--- config.mk ---
export PLATFORM = sky130hd
export DESIGN_NAME = sr_latch_bank
export DESIGN_NICKNAME = d
export VERILOG_FILES = /design/src/rtl/sr_latch_bank.sv
export SDC_FILE = /design/constraint.sdc
export NUM_CORES = 1
export LEC_CHECK = 0
export CAP_MARGIN = 10
export CORE_MARGIN = 3
export CORE_UTILIZATION = 35
export DETAILED_ROUTE_END_ITERATION = 7
export HOLD_SLACK_MARGIN = 0.03
export PLACE_DENSITY = 0.8
export SYNTH_ARGS = -nofsm -noshare
export SYNTH_HDL_FRONTEND = slang
export SYNTH_SLANG_ARGS = --single-unit
--- constraint.sdc ---
create_clock -name clk -period 1.5 [get_ports clk]
set_clock_uncertainty 0.2 [all_clocks]
set_input_delay 0.15 -clock clk [delete_from_list [all_inputs] [get_ports clk]]
set_output_delay 0.15 -clock clk [all_outputs]
set_load 0.005 [all_outputs]
--- src/rtl/sr_latch_bank.sv ---
// Bank of CH clocked set/reset flags with a configurable S=R=1 resolution mode.
// Also provides optional edge-qualified inputs, rise pulses, sticky conflicts and a saturating conflict counter.
module sr_latch_bank #(
   parameter int CH    = 8,
   parameter int MODE  = 0,
   parameter int EDGE  = 0,
   parameter int CNT_W = 4
) (
   input  logic             clk,
   input  logic             rst_n,
   input  logic             en,
   input  logic             clr,
   input  logic [CH-1:0]    s,
   input  logic [CH-1:0]    r,
   output logic [CH-1:0]    q,
   output logic [CH-1:0]    qb,
   output logic [CH-1:0]    rise,
   output logic [CH-1:0]    conflict,
   output logic [CNT_W-1:0] conflict_cnt,
   output logic             any_q
);

   logic [CH-1:0] s_d;
   logic [CH-1:0] r_d;
   logic [CH-1:0] se;
   logic [CH-1:0] re;
   logic [CH-1:0] q_next;
   logic          any_conf;

   always_comb begin
      se       = (EDGE != 0) ? (s & ~s_d) : s;
      re       = (EDGE != 0) ? (r & ~r_d) : r;
      any_conf = |(se & re);
      q_next   = q;
      for (int unsigned i = 0; i < CH; i++) begin
         case ({se[i], re[i]})
            2'b10: q_next[i] = 1'b1;
            2'b01: q_next[i] = 1'b0;
            2'b11: begin
               case (MODE)
                  0:       q_next[i] = 1'b0;
                  1:       q_next[i] = 1'b1;
                  3:       q_next[i] = ~q[i];
                  default: q_next[i] = q[i];
               endcase
            end
            default: q_next[i] = q[i];
         endcase
      end
   end

   assign qb    = ~q;
   assign any_q = |q;

   // Input history runs every cycle so edges seen while disabled are consumed, not deferred.
   always_ff @(posedge clk or negedge rst_n) begin
      if (!rst_n) begin
         q            <= '0;
         rise         <= '0;
         conflict     <= '0;
         conflict_cnt <= '0;
         s_d          <= '0;
         r_d          <= '0;
      end else begin
         s_d <= s;
         r_d <= r;
         if (clr) begin
            q            <= '0;
            rise         <= '0;
            conflict     <= '0;
            conflict_cnt <= '0;
         end else if (en) begin
            q        <= q_next;
            rise     <= q_next & ~q;
            conflict <= conflict | (se & re);
            if (any_conf && (conflict_cnt != '1))
               conflict_cnt <= conflict_cnt + CNT_W'(1);
         end else begin
            rise <= '0;
         end
      end
   end

endmodule

Word-level counts from Yosys, hierarchy flattened --
Index checks and enable logic that the tools add are counted.
Operators by class: $add $sub $neg 1, equal/unequal tests 25, multiplexer cells 17, bitwise gates (word level) 4, reduce and logical (&&, ||, !) cells 14
Operator list (number):
- 2-to-1 mux 8 bit | 6
- == test 2 bit, second input constant | 16
- AND 8 bit | 2
- == test 2 x 1 -> 1 bit, second input constant | 8
- one-hot mux 1 bit (2 select lines) | 8
- OR reduction 2 bit | 8
- OR reduction 8 bit | 2
- 2-to-1 mux 4 bit | 3
- NOT 8 bit | 1
- bitwise OR 8 bit | 1
- adder 4 x 1 -> 4 bit, second input constant | 1
- inequality test 4 bit, second input constant | 1
- nonzero test 2 bit | 2
- AND reduction 2 bit | 1
- logical AND 1 bit | 1
Word-level totals: flip-flop bits (word level) 28, input bits 20, output and inout port bits 37

Logic depth before layout (Yosys ltp) --
word-level depth 6, mapped depth 5, mapped depth without buffers 5

Worst setup path before layout --
OpenSTA, ideal clock, no wires.
path type register to register, start point register conflict_cnt[0], end point register conflict_cnt[0], setup time 0.125 ns, arrival time 1.252 ns, slack -0.076 ns, cell stages (with the launch flop) 6, buffers on the path 0, period minus slack after synthesis 1.576 ns, cells stage by stage dfrtp_1 ha_1 nand3_1 nand2_1 nor2_1 mux2_2
Between the ends: word-level cells in the longest chain between the ends 4, elaborated cells on any way between the ends 8, classes of those cells add/sub (1); eq/ne (1); mux (3); reduce/logical (3)
RTL lines:
- from (decl) | line 19 | output logic [CNT_W-1:0] conflict_cnt,
- from (signal assigned) | line 77 | conflict_cnt <= conflict_cnt + CNT_W'(1);
- adder 4 x 1 -> 4 bit or inequality test 4 bit (tied branches) | line 77, 76
- 2-to-1 mux 4 bit or logical AND 1 bit (tied branches) | line 76 | if (any_conf && (conflict_cnt != '1))
- 2-to-1 mux 4 bit or nonzero test 2 bit (tied branches)
- 2-to-1 mux 4 bit or AND reduction 2 bit (tied branches)
Parallel ways exist; a longest one is shown, timed or not. The select of a mux whose other input is x is not followed. A chain may end at the register's enable or synchronous reset.

Worst setup path in the final report --
start point register q[5], end point output port any_q
Between the ends: word-level cells in the longest chain between the ends 1
RTL lines:
- from (decl) | line 15 | output logic [CH-1:0] q,
- from (signal assigned) | line 73 | q <= q_next;
- OR reduction 8 bit | line 53 | assign any_q = |q;
- to (decl) | line 20 | output logic any_q
No other way between the ends.

==> impl_metrics.py <==
metrics = {
    "global_routing": {
        "grt_pass1_vias": 1399,
        "antenna_found_initial": 0,
        "grt_pass1_wl_um": 6796,
        "grt_overflow_total": 0,
        "grt_usage": 0.2127,
        "grt_start_max_net_pins": 29,
    },
    "status": {
        "failed_checks": "negative setup slack",
        "status": "complete, but fails checks",
    },
    "placed_design": {
        "hpwl_um": 2929,
        "gp_congestion": 0.8235,
        "dpl_cell_area_mm2": 0.002039,
        "io_buffers": 56,
        "place_inst": 237,
        "pre_cts_ws_ps": -356.7,
    },
    "sta": {
        "tightest_slew_ps": 363.3,
        "tns_ps": -612.8,
        "finalWorstSetupSlack_ps": -231.6,
        "finalCritPeriodShare": 1.154,
        "hold_violations": 0,
        "maxSlewHeadroom": 0.7578,
        "period_needed_ps": 1732,
        "final_max_slew_viol_count": 0,
        "fmax_mhz": 577.5,
        "setup_violations": 6,
        "grt_setup_unrepaired": "yes",
    },
    "floorplanning": {
        "initial_utilization": 0.3770,
        "top_level_ports": 57,
        "die_area_mm2": 0.004131,
        "fp.coreArea_mm2": 0.003153,
        "die_w_um": 64.28,
        "rows": 20,
        "die_h_um": 64.28,
    },
    "clocking": {
        "cts_sinks": 28,
        "cts_buffer_depth": 2,
        "cts_inserted_buffers": 3,
        "cts_tree": "done",
        "worst_skew_pair.late_latency_ps": 320,
        "clkTransAtPathRegs_ps": 150,
        "h-tree-depth": 1,
        "cts_root_buf": "clkbuf_4",
    },
    "route": {
        "dr.pass1.iters": 4,
        "routed_wl_um": 4207,
        "via_count": 1318,
        "vias_per_cell": 5.069,
        "drtIter0Drc": 74,
        "post_drt_wl_per_cell_um": 16.18,
        "drc_errors": 0,
        "ant_nets": 0,
    },
    "synthesis": {
        "synth.avg_cell_area_um2": 10.81,
        "synth-edff-count": 0,
        "ys_seq_area_frac": 0.5895,
        "synth_fp_nets": 131,
        "synth_area_leaders": "dfrtp_1 (59%), nor4b_1 (5.9%), a211oi_1 (5.1%)",
        "post-synth-top-area-cell": "dfrtp_1",
        "ys_ff_latch": 28,
        "syn_inst": 110,
        "ys_types": 23,
        "synth_flop_cell": "dfrtp_1",
        "yosysTopAreaCellShare": 0.5895,
        "synth_area_mm2": 0.001189,
        "yosys_warnings": 0,
        "yosysMostFrequentCell": "dfrtp_1",
        "ys_top_cells_by_count": "dfrtp_1 (28), a21oi_1 (10), nor2_1 (10)",
        "async_flop_share": 1.000,
    },
    "worst_setup_path": {
        "crit_arrival_ps": 1380,
        "slowest_stage": "dfrtp_1",
        "r2r_cells": 6,
        "r2r_slack_ps": -140,
        "cpPeakStageDelay_ps": 410,
        "cp.buffers_inverters": 2,
        "cp-startpoint": "q[5]",
        "r2r_end": "conflict_cnt[3]",
        "path_max_fanout": 2,
        "crit_family": "flip-flops",
        "crit_required_ps": 1150,
        "worstSetupEndpoint": "any_q",
        "cp-start-kind": "flop",
        "crit_type": "reg -> out",
        "r2r-start": "conflict_cnt[0]",
        "end_kind": "output port",
        "cp_cell_sequence": "buf_6 > nor4_4 > nand2_1 > buf_2",
        "path_depth": 4,
    },
    "power_and_ir_drop": {
        "ir_worst_vdd_mv": 0.5167,
        "power.density_mw_per_mm2": 714.6,
        "power_leakage_nw": 1.128,
        "finalPower_mw": 1.616,
    },
    "worst_hold_path": {
        "hold_path_class": "in -> reg",
        "min_path_cells": 4,
    },
    "cells_and_area": {
        "nNetsFinal": 238,
        "drive_gt1_frac": 0.3843,
        "antenna_cells": 0,
        "fin_area_mm2": 0.002261,
        "fin_cells": 260,
        "syn_to_final_growth_pct": 90.21,
    },
    "run": {
        "drv_cap": 0,
    },
}
-- worst min-delay path: cells and delay by family --
family	cells	cell delay (ps)
compound gates	1	40
buf+inv	1	230
simple gates	2	240
-- metrics by stage --
step	util	hold WS [ps]
4_1_cts	0.6988	276.6
2_1_floorplan	-	-345.6
3_3_place_gp	0.6468	278.7
3_5_place_dp	0.6468	292.8
5_1_grt	0.7171	142.6
6_report	0.7171	146.1
-- where the power goes --
group | leakage, nW | switching, mW | internal [mW]
logic | 0.727 | 0.185 | 0.253
clock network | 0.0210 | 0.221 | 0.149
registers | 0.380 | 0.0197 | 0.788
total | 1.13 | 0.426 | 1.19
-- worst min path at each step --
stage | start | endpoint | slack (ps)
after floorplan | rst_n | conflict[0] | -350
after global placement | conflict[4] | conflict[4] | 280
after detailed placement | conflict[3] | conflict[3] | 290
after CTS | s[0] | rise[0] | 280
after global routing | en | conflict_cnt[2] | 140
final | en | conflict_cnt[2] | 150
-- placed cells by master (no fill, tap or decap), types with 2 or more instances in the layout --
master / synthesis / routed
a211oi_1: 8 / 8
a21oi_1: 10 / 9
a22oi_1: 4 / 4
a31oi_1: 8 / 8
buf_2: 3 / 2
buf_4: 0 / 36
buf_6: 0 / 18
clkbuf_2: 0 / 10
clkbuf_4: 0 / 3
clkdlybuf4s15_1: 0 / 3
clkdlybuf4s50_1: 0 / 18
dfrtp_1: 28 / 28
dlygate4sd2_1: 0 / 19
inv_1: 8 / 5
inv_2: 0 / 2
nand2b_1: 3 / 3
nor2_1: 10 / 9
nor4b_1: 8 / 8
o21ai_0: 2 / 2
-- cell type report --
cell class	count	area (um^2)
multi-input cells	68	504.2
fillers	249	892.1
inverters	8	32.53
clock buffers	4	36.28
repair buffers	108	932.1
well taps	44	55.05
flip-flops and latches	28	700.7
-- what timing repair did --
action / CTS / global route
pin swaps: 4 / 2
resized for setup: 60 / 47
hold buffers: 1 / 0
buffers inserted: 13 / 9
endpoints found under the hold margin: 28 / 0
endpoints found under the setup margin: 41 / 22
-- logic make-up after synthesis --
family,after synthesis,synth area share
and+or+nand+nor,33,0.1663
muxes,2,0.01789
DFF,28,0.5895
adders and majority gates,1,0.01052
buffers and inverters,14,0.04737
AOI/OAI and AO/OA,32,0.1684
-- state kept, by name, summed over array words and instances, names as in the netlist --
register	flops
conflict	8
conflict_cnt	4
q	8
rise	8
-- routing by layer --
metal / vias to the layer above / GRT usage / wire length, um
met5: - / 0 / 0
met4: 0 / 0.08179 / 68
met3: 6 / 0.03515 / 162
met2: 36 / 0.3866 / 2306
met1: 658 / 0.2475 / 1669
li1: 618 / - / -
Note: power is estimated with default switching activity, not from simulation.
